### config.mk
export PLATFORM = sky130hd
export DESIGN_NAME = dmem_port_arbiter_flat
export DESIGN_NICKNAME = d
export VERILOG_FILES = /design/src/rtl/dmem_port_arbiter_pkg.sv /design/src/rtl/dmem_port_arbiter_if.sv /design/src/rtl/dmem_port_arbiter_starve_counter.sv /design/src/rtl/dmem_port_arbiter.sv /design/src/flat_wrapper.sv
export SDC_FILE = /design/constraint.sdc
export NUM_CORES = 1
export LEC_CHECK = 0
export CORE_AREA = 3 3 110 112
export DETAILED_ROUTE_END_ITERATION = 12
export DIE_AREA = 0 0 113 115
export SETUP_SLACK_MARGIN = 0.5
export SLEW_MARGIN = 20
export SYNTH_ARGS = -nofsm -noshare
export SYNTH_HDL_FRONTEND = slang
export SYNTH_SLANG_ARGS = --single-unit
### constraint.sdc
create_clock -name clk -period 2.95 [get_ports clk]
set_clock_uncertainty 0.15 [all_clocks]
set_input_delay 0.59 -clock clk [delete_from_list [all_inputs] [get_ports clk]]
set_output_delay 0.59 -clock clk [all_outputs]
set_load 0.005 [all_outputs]
### src/rtl/dmem_port_arbiter_pkg.sv
// Shared definitions for the data-memory port arbiter.
//   DBITS, DMEMADDRBITS, DMEMWORDBITS : bus, decode and word-offset widths
//                                       (the CPU top uses the same values)
//   MEM_ADDR_W                        : dmem word-index width
//   BUS_ERR_DATA                      : read data returned for out-of-range reads
//   arb_mode_e                        : arbitration mode decoded from the starvation count
//   in_range()                        : true when an address decodes into dmem
package dmem_port_arbiter_pkg;

  localparam int DBITS        = 32;
  localparam int DMEMADDRBITS = 16;
  localparam int DMEMWORDBITS = 2;
  localparam int MEM_ADDR_W   = DMEMADDRBITS - DMEMWORDBITS;

  localparam logic [DBITS-1:0] BUS_ERR_DATA = 32'hDEAD_DEAD;

  typedef enum logic {
    CPU_PRI   = 1'b0,  // CPU wins conflicts
    AUX_FORCE = 1'b1   // aux has waited long enough and wins conflicts
  } arb_mode_e;

  // Any set bit above the decoded range means the access misses dmem.
  function automatic logic in_range(input logic [DBITS-1:0] addr);
    return addr[DBITS-1:DMEMADDRBITS] == '0;
  endfunction

endpackage

### src/rtl/dmem_port_arbiter_if.sv
// One requester's view of the arbitrated data-memory port.
//   req, we, addr, wdata : request from the requester (hold until gnt)
//   gnt                  : request accepted this cycle
//   rvalid, rdata        : read completion, one cycle after a read grant
// master = requester side, slave = arbiter side.
interface dmem_port_arbiter_if;
  import dmem_port_arbiter_pkg::*;

  logic             req;
  logic             we;
  logic [DBITS-1:0] addr;
  logic [DBITS-1:0] wdata;
  logic             gnt;
  logic             rvalid;
  logic [DBITS-1:0] rdata;

  modport master (output req, we, addr, wdata, input  gnt, rvalid, rdata);
  modport slave  (input  req, we, addr, wdata, output gnt, rvalid, rdata);

endinterface

### src/rtl/dmem_port_arbiter_starve_counter.sv
// Saturating counter with synchronous clear, used to count how many cycles the
// aux port has been refused.
//   clk, RESET_N : clock, asynchronous active-low reset
//   clr          : return to zero at the next edge (has priority over inc)
//   inc          : count up at the next edge, holding at LIMIT
//   cnt          : current count
module starve_counter #(
  parameter int LIMIT = 4,
  parameter int WIDTH = 3
) (
  input  logic             clk,
  input  logic             RESET_N,
  input  logic             clr,
  input  logic             inc,
  output logic [WIDTH-1:0] cnt
);

  localparam logic [WIDTH-1:0] LIMIT_W = WIDTH'(LIMIT);

  if (LIMIT >= (2 ** WIDTH)) begin : g_bad_width
    $error("starve_counter: LIMIT does not fit in WIDTH bits");
  end

  // NOTE: state registers use non-blocking assignment so every flop samples
  // pre-edge values; blocking here would create order-dependent simulation.
  always_ff @(posedge clk or negedge RESET_N) begin
    if (!RESET_N) begin
      cnt <= '0;
    end else if (clr) begin
      cnt <= '0;
    end else if (inc && (cnt != LIMIT_W)) begin
      cnt <= cnt + 1'b1;
    end
  end

endmodule

### src/rtl/dmem_port_arbiter.sv
// Shares the single-port dmem between the CPU M stage (port 0) and the aux
// loader/debug port (port 1). The CPU normally wins; after STARVELIMIT refused
// aux cycles the aux port wins the next conflict. Reads complete one cycle
// after grant; out-of-range reads return BUS_ERR_DATA and pulse oor, and
// out-of-range writes are accepted but never reach dmem.
//   clk, RESET_N : clock, asynchronous active-low reset
//   p0, p1       : requester ports (CPU, aux)
//   oor          : pulses with rvalid when the completed read was out of range
//   mem_en       : dmem access strobe
//   mem_we       : dmem write enable
//   mem_addr     : dmem word index
//   mem_wdata    : dmem write data
//   mem_rdata    : dmem read data, valid the cycle after a read strobe
module dmem_port_arbiter
  import dmem_port_arbiter_pkg::*;
#(
  parameter int STARVELIMIT = 4,
  parameter int WAITBITS    = 3
) (
  input  logic                  clk,
  input  logic                  RESET_N,
  dmem_port_arbiter_if.slave    p0,
  dmem_port_arbiter_if.slave    p1,
  output logic                  oor,
  output logic                  mem_en,
  output logic                  mem_we,
  output logic [MEM_ADDR_W-1:0] mem_addr,
  output logic [DBITS-1:0]      mem_wdata,
  input  logic [DBITS-1:0]      mem_rdata
);

  logic [WAITBITS-1:0] wait_cnt;
  arb_mode_e           mode;
  logic                gnt0, gnt1, any_gnt;
  logic                sel_we, inr;
  logic [DBITS-1:0]    sel_addr, sel_wdata;
  logic                rd_pend0, rd_pend1, oor_pend;
  logic [DBITS-1:0]    rd_data;
  logic                unused_addr_bits;

  starve_counter #(
    .LIMIT (STARVELIMIT),
    .WIDTH (WAITBITS)
  ) u_starve (
    .clk     (clk),
    .RESET_N (RESET_N),
    .clr     (gnt1 | ~p1.req),  // a grant or a withdrawn request forfeits credit
    .inc     (p1.req & ~gnt1),
    .cnt     (wait_cnt)
  );

  // NOTE: every signal assigned in this block gets a value before any branch,
  // so no path leaves one unassigned and no latch is inferred.
  always_comb begin
    mode = (wait_cnt == WAITBITS'(STARVELIMIT)) ? AUX_FORCE : CPU_PRI;
    gnt0 = 1'b0;
    gnt1 = 1'b0;
    // Grants are combinational, so they are gated by reset to keep every
    // output low while reset is held.
    if (RESET_N) begin
      if (mode == AUX_FORCE) begin
        gnt1 = p1.req;
        gnt0 = p0.req & ~p1.req;
      end else begin
        gnt0 = p0.req;
        gnt1 = p1.req & ~p0.req;
      end
    end

    any_gnt   = gnt0 | gnt1;
    sel_we    = gnt1 ? p1.we    : p0.we;
    sel_addr  = gnt1 ? p1.addr  : p0.addr;
    sel_wdata = gnt1 ? p1.wdata : p0.wdata;
    inr       = in_range(sel_addr);

    mem_en    = any_gnt & inr;
    mem_we    = mem_en & sel_we;
    mem_addr  = any_gnt ? sel_addr[DMEMADDRBITS-1:DMEMWORDBITS] : '0;
    mem_wdata = any_gnt ? sel_wdata : '0;
  end

  // Byte offset is dropped when forming the word index.
  assign unused_addr_bits = ^sel_addr[DMEMWORDBITS-1:0];

  // Completion tracking: one read is in flight at most, so a single oor flag
  // covers both ports.
  always_ff @(posedge clk or negedge RESET_N) begin
    if (!RESET_N) begin
      rd_pend0 <= 1'b0;
      rd_pend1 <= 1'b0;
      oor_pend <= 1'b0;
    end else begin
      rd_pend0 <= gnt0 & ~p0.we;
      rd_pend1 <= gnt1 & ~p1.we;
      oor_pend <= any_gnt & ~sel_we & ~inr;
    end
  end

  assign rd_data   = oor_pend ? BUS_ERR_DATA : mem_rdata;
  assign p0.gnt    = gnt0;
  assign p1.gnt    = gnt1;
  assign p0.rvalid = rd_pend0;
  assign p1.rvalid = rd_pend1;
  assign p0.rdata  = rd_pend0 ? rd_data : '0;
  assign p1.rdata  = rd_pend1 ? rd_data : '0;
  assign oor       = oor_pend;

endmodule

### src/flat_wrapper.sv
// flat-port wrapper written by rule: the top's interface ports become plain ports
module dmem_port_arbiter_flat import dmem_port_arbiter_pkg::*;
#(
  parameter int STARVELIMIT = 4,
  parameter int WAITBITS    = 3
)
  (clk, RESET_N, oor, mem_en, mem_we, mem_addr, mem_wdata, mem_rdata, p0_req, p0_we, p0_addr, p0_wdata, p0_gnt, p0_rvalid, p0_rdata, p1_req, p1_we, p1_addr, p1_wdata, p1_gnt, p1_rvalid, p1_rdata);
  dmem_port_arbiter_if p0_i ();
  dmem_port_arbiter_if p1_i ();
  input  logic clk;
  input  logic RESET_N;
  output logic oor;
  output logic mem_en;
  output logic mem_we;
  output logic [MEM_ADDR_W-1:0] mem_addr;
  output logic [DBITS-1:0] mem_wdata;
  input  logic [DBITS-1:0] mem_rdata;
  input wire logic [$bits(p0_i.req)-1:0] p0_req;
  input wire logic [$bits(p0_i.we)-1:0] p0_we;
  input wire logic [$bits(p0_i.addr)-1:0] p0_addr;
  input wire logic [$bits(p0_i.wdata)-1:0] p0_wdata;
  output wire logic [$bits(p0_i.gnt)-1:0] p0_gnt;
  output wire logic [$bits(p0_i.rvalid)-1:0] p0_rvalid;
  output wire logic [$bits(p0_i.rdata)-1:0] p0_rdata;
  input wire logic [$bits(p1_i.req)-1:0] p1_req;
  input wire logic [$bits(p1_i.we)-1:0] p1_we;
  input wire logic [$bits(p1_i.addr)-1:0] p1_addr;
  input wire logic [$bits(p1_i.wdata)-1:0] p1_wdata;
  output wire logic [$bits(p1_i.gnt)-1:0] p1_gnt;
  output wire logic [$bits(p1_i.rvalid)-1:0] p1_rvalid;
  output wire logic [$bits(p1_i.rdata)-1:0] p1_rdata;
  assign p0_i.req = p0_req;
  assign p0_i.we = p0_we;
  assign p0_i.addr = p0_addr;
  assign p0_i.wdata = p0_wdata;
  assign p0_gnt = p0_i.gnt;
  assign p0_rvalid = p0_i.rvalid;
  assign p0_rdata = p0_i.rdata;
  assign p1_i.req = p1_req;
  assign p1_i.we = p1_we;
  assign p1_i.addr = p1_addr;
  assign p1_i.wdata = p1_wdata;
  assign p1_gnt = p1_i.gnt;
  assign p1_rvalid = p1_i.rvalid;
  assign p1_rdata = p1_i.rdata;
  dmem_port_arbiter #(.STARVELIMIT(STARVELIMIT), .WAITBITS(WAITBITS)) u_core (.clk(clk), .RESET_N(RESET_N), .p0(p0_i), .p1(p1_i), .oor(oor), .mem_en(mem_en), .mem_we(mem_we), .mem_addr(mem_addr), .mem_wdata(mem_wdata), .mem_rdata(mem_rdata));
endmodule
# After elaboration in Yosys (flattened, before gate mapping)
# Cells that the tools add are included.
[op_classes]
n_addsub = 1
n_eq_ne = 2
n_mux = 15
bitwise_logic = 18
reduce_logical = 3
[op_table]
columns = ["op", "n"]
rows = [
  ["2-to-1 mux 32 bit", 6],
  ["logical NOT 16 bit", 1],
  ["2-to-1 mux 14 bit", 1],
  ["AND 1 bit", 9],
  ["inverter 1 bit", 7],
  ["2-to-1 mux 1 bit", 6],
  ["2-to-1 mux 3 bit", 2],
  ["adder 3 x 1 -> 3 bit (second input constant)", 1],
  ["equality test 3 bit (second input constant)", 1],
  ["inequality test 3 bit (second input constant)", 1],
  ["bitwise OR 1 bit", 2],
  ["nonzero test 2 bit", 1],
  ["logical AND 1 bit", 1],
]
[totals]
ff_bits = 6
inputBits = 166
out_inout_bits = 117
wordCells = 43

# Depth between registers and ports, before layout
[depth]
ltp_word = 9
depth_mapped = 9

# Modules after synthesis
# A second synthesis with hierarchy kept.
[unflattened]
cells_unflattened = 277
hier_area_um2 = 1610.3
[by_module_without_submodules]
columns = ["module", "instances", "cells_each", "area_per_inst_um2", "seq_area_each_um2"]
rows = [
  ["dmem_port_arbiter", 1, 260, 1416.4, 75.1],
  ["starve_counter", 1, 17, 193.9, 75.1],
]

# Least setup slack after synthesis
# No wires, ideal clock.
[synth_path]
path_type = "register to output"
start = "register u_core.u_starve.cnt[0]"
end = "output port mem_addr[10]"
t_arrival_ns = 1.369
required_time_ns = 2.210
slack_ns = 0.841
stages_incl_launch_ff = 10
n_path_buf = 2
path_cell_list = "dfrtp_1 inv_1 ha_1 nand2_2 a21o_1 buf_6 inv_6 buf_6 nand2_1 a21oi_1"
[synth_between]
elab_chain_len = 6
word_cells_on_any_way = 9
cone_classes = "eq/ne: 1; mux: 7; bitwise: 1"
[synth_rtl]
columns = ["item", "line_no", "source"]
rows = [
  ["start: declaration", "dmem_port_arbiter_starve_counter.sv:15", "output logic [WIDTH-1:0] cnt"],
  ["start signal: assignment", "dmem_port_arbiter_starve_counter.sv:32", "cnt <= cnt + 1'b1;"],
  ["equality test 3 bit (*)", "dmem_port_arbiter.sv:55", "mode = (wait_cnt == WAITBITS'(STARVELIMIT)) ? AUX_FORCE : CPU_PRI;"],
  ["2-to-1 mux 1 bit (*)", "dmem_port_arbiter.sv:55", ""],
  ["2-to-1 mux 1 bit (*)", "dmem_port_arbiter.sv:61", "if (mode == AUX_FORCE) begin"],
  ["2-to-1 mux 1 bit (*)", "dmem_port_arbiter.sv:60", "if (RESET_N) begin"],
  ["via p1_gnt", "flat_wrapper.sv:29", "output wire logic [$bits(p1_i.gnt)-1:0] p1_gnt;"],
  ["2-to-1 mux 32 bit or bitwise OR 1 bit (tied branches)", "dmem_port_arbiter.sv:72, dmem_port_arbiter.sv:70", ""],
  ["2-to-1 mux 14 bit (*)", "dmem_port_arbiter.sv:78", "mem_addr = any_gnt ? sel_addr[DMEMADDRBITS-1:DMEMWORDBITS] : '0;"],
  ["end: declaration", "flat_wrapper.sv:15", "output logic [MEM_ADDR_W-1:0] mem_addr;"],
]
# Mark *: on every way through the listed nets, which the timed path passes. The rest lies on a longest branch.

# Worst setup path in the final report
[layout_path]
start = "register u_core.u_starve.cnt[1]"
end = "output port mem_wdata[14]"
[layout_between]
elab_chain_len = 6
word_cells_on_any_way = 9
cone_classes = "eq/ne: 1; mux: 7; bitwise: 1"
[layout_rtl]
columns = ["item", "line_no", "source"]
rows = [
  ["equality test 3 bit (*)", "dmem_port_arbiter.sv:55", ""],
  ["2-to-1 mux 1 bit (*)", "dmem_port_arbiter.sv:55", ""],
  ["2-to-1 mux 1 bit", "dmem_port_arbiter.sv:61", ""],
  ["2-to-1 mux 1 bit", "dmem_port_arbiter.sv:60", ""],
  ["2-to-1 mux 32 bit or bitwise OR 1 bit (tied branches)", "dmem_port_arbiter.sv:73, dmem_port_arbiter.sv:70", ""],
  ["2-to-1 mux 32 bit (*)", "dmem_port_arbiter.sv:79", "mem_wdata = any_gnt ? sel_wdata : '0;"],
  ["end: declaration", "flat_wrapper.sv:16", "output logic [DBITS-1:0] mem_wdata;"],
]
# Every way passes the cells marked *; elsewhere a longest branch is shown, timed or not.

==> metrics.txt <==
Max H-tree Level=1; Reg2Reg Setup Slack=1040 ps; Yosys warnings=0; period utilisation layout=87.7%; Mapped Nets=444; Gate power share=66.1%; Initial Util=14.1%; Gate Count Post-Synth=276; slowest stage cell on the critical path=dfrtp_1; MaxCap Viol Count=0; CTS tree=done; CP max stage delay=390 ps; Synth Register Bits=6; top cells by area, synth=nand2_1 (23%), o21a_1 (21%), a21oi_1 (15%); Die Height=115 um; Seq/Total Area, Yosys=9.39%; DR pass1 iterations=4; DR vias=3196; Synth top area share=22.5%; maximum root-to-sink buffer count=2; chain of cells forming the critical path=inv_2 > ha_4 > nand2_4 > a21o_4 > inv_8 > buf_6 > buf_12 > clkbuf_16 > nand2_1 > a21oi_2 > buf_2; Post-Route M1 WL=4560 um; top layer in use=met4; DR DRC count=0; P per Cell Area=172 mW/mm^2; Worst setup EP type=primary output; Worst IR Drop VDD=0.148 mV; CTS Hold Bufs=0; Layout Nets=752; reg2reg end=u_core.oor; Fin Hold WS=284 ps; RR Startpoint=u_core.u_starve.cnt[0]; Internal Power=636 uW; Die Wd=113 um; WL met3=870 um; CTS root buffer=clkbuf_16; Avg Synthesized Cell Area=5.79 um^2; Fillers=1107; Net Switching=290 uW; GRT Overall Usage=16.2%; die area=0.0130 mm^2; TritonCTS Buffers=3; DR WL met2=6430 um; core area=0.0113 mm^2; I/O pin total=283; RSZ-0062 raised after global routing=yes; Leakage=2.80 nW; Sink Count=6; initial antenna violation count=0; P&R area growth vs syn=237%; clk_lat worst skew=230 ps; Final setup viols=0; switching share of power=31.3%; total power=926 uW; Req. time, crit path=2210 ps; Antenna Cells=0; final wirelength=12000 um; Worst-path clk slew=30 ps; Worst-Margin Slew=270 ps; hold crit path type=in2async; pin count of the biggest net entering global routing=39; layout cells sized above 1=38.1%; Mapped Area=0.00160 mm^2; status=finished, final reports clean; crit path kind=reg2out; number of buffers inserted by port buffering=278; worst rel slew slack=82.0%; WL/cell=16.5 um; Synth cell types=25; sequential power share=10.3%; Max FO, Critical Path=5; Tmin final=2590 ps; critical path startpoint category=flip-flop; Final Hold Viols=0; vias in the first global route=3271; placer congestion estimate=0.838; ANT nets after route=0; Clock Power Share=23.6%; R2R cell count=9; remaining global-route overflow=0; Fmax=0.387 GHz; DPL Wire Length=8650 um; cell row count=39; CP arrival=1850 ps; vias per cell=4.41; leading area contributor after synthesis=nand2_1; global-route wire length before repair=17100 um; DRT iter0 DRCs=121; Pins Over Slew Limit=0
[per-stage QoR]
step	cell area (um^2)	util [%]	setup TNS, ps	cells	setup WS (ps)
floorplan	1600	-	0	276	841
global placement	4610	40.7	-8690	690	-264
detailed placement	4610	40.7	-9300	690	-299
CTS	5000	44.2	0	722	390
global route	5390	47.6	0	725	290
finish	5390	47.6	0	725	363
[cell usage after synthesis]
library cell   n
nand2_1       96
a21oi_1       48
o21a_1        44
and2_1        20
clkbuf_1      14
buf_6          8
nor4_1         8
dfrtp_1        6
nand3_1        4
buf_2          3
nor2_1         3
or3_1          3
a21boi_0       2
and4_1         2
ha_1           2
inv_1          2
nor2b_1        2
nor3_1         2
a21o_1         1
inv_6          1
nand2_2        1
nand2b_1       1
o21ai_0        1
o21ai_1        1
o41ai_1        1
[how the worst max path moves through the flow]
stage	end	depth (start not counted)	slack, ps	start
finish	mem_wdata[14]	11	360	u_core.u_starve.cnt[1]
global route	mem_wdata[10]	11	290	u_core.u_starve.cnt[1]
CTS	mem_wdata[21]	9	390	p1_req
detailed placement	mem_wdata[21]	8	-300	RESET_N
global placement	mem_wdata[21]	7	-260	p0_req
floorplan	mem_addr[10]	9	840	u_core.u_starve.cnt[0]
[power groups by stage]
stage	Sequential, mW	Clock, mW	Combinational, mW
3_5_place_dp	0.0934	0	0.540
3_3_place_gp	0.0929	0	0.536
2_1_floorplan	0.0917	0	0.140
6_report	0.0953	0.219	0.612
4_1_cts	0.0946	0.221	0.570
5_1_grt	0.0961	0.227	0.654
[layer usage]
| metal | vias to the layer above | track usage, % |
|---|---|---|
| met2 | 158 | 31.9 |
| met4 | 0 | 3.29 |
| met3 | 6 | 3.05 |
| met5 | - | 0 |
| met1 | 1481 | 18.1 |
| li1 | 1551 | - |
[critical path: cells and delay by family, from the launching register on]
| kind | cells | cell delay (ps) |
|---|---|---|
| compound gates | 2 | 350 |
| fa+ha+maj | 1 | 150 |
| buf+inv | 6 | 610 |
| flops | 1 | 390 |
| simple gates | 2 | 120 |
[sequential cells by signal (all words and copies together) (netlist names)]
name                 cells
u_core.u_starve.cnt      3
u_core.oor               1
u_core.p0.rvalid         1
u_core.p1.rvalid         1
[cell type report]
class                   instances  area, um^2  share of cell area, %
well taps                     143         179                   3.32
clock buffers                   3        75.1                   1.39
multi-input cells             242        1770                   32.8
repair inverters                1        8.76                  0.163
flip-flops and latches          6         151                   2.81
repair buffers                327        3190                   59.2
inverters                       3        18.8                  0.349
[layout by cell type, fill, tap and decap left out, types with 3 or more instances in the layout]
master           count
clkdlybuf4s50_1    149
buf_2               59
nand2_1             46
o21a_1              44
a21oi_2             35
dlymetal6s2s_1      30
nand2_4             28
nand2_2             23
dlygate4sd2_1       21
buf_4               21
and2_1              20
a21oi_1             13
buf_6               13
buf_12              11
clkdlybuf4s15_1     10
nor4_1               5
clkbuf_16            5
dfrtp_1              5
nor2_1               3
or3_1                3
buf_16               3
clkbuf_2             3
buf_8                3
[cells by family (layout without fill, tap and decap cells)]
group           after synthesis  in the layout  share of synthesized area, %
buf+inv                      28            334                          10.9
simple gates                142            142                          39.9
fa+ha+maj                     2              2                          1.56
flops                         6              6                          9.39
compound gates               98             98                          38.3
[timing repair]
item,CTS,global route
setup buffers,25,1
pin swaps,53,30
setup endpoints to repair,108,92
resized for setup,391,100
cloned,4,2
No activity file was read; power rests on OpenSTA's default activity.
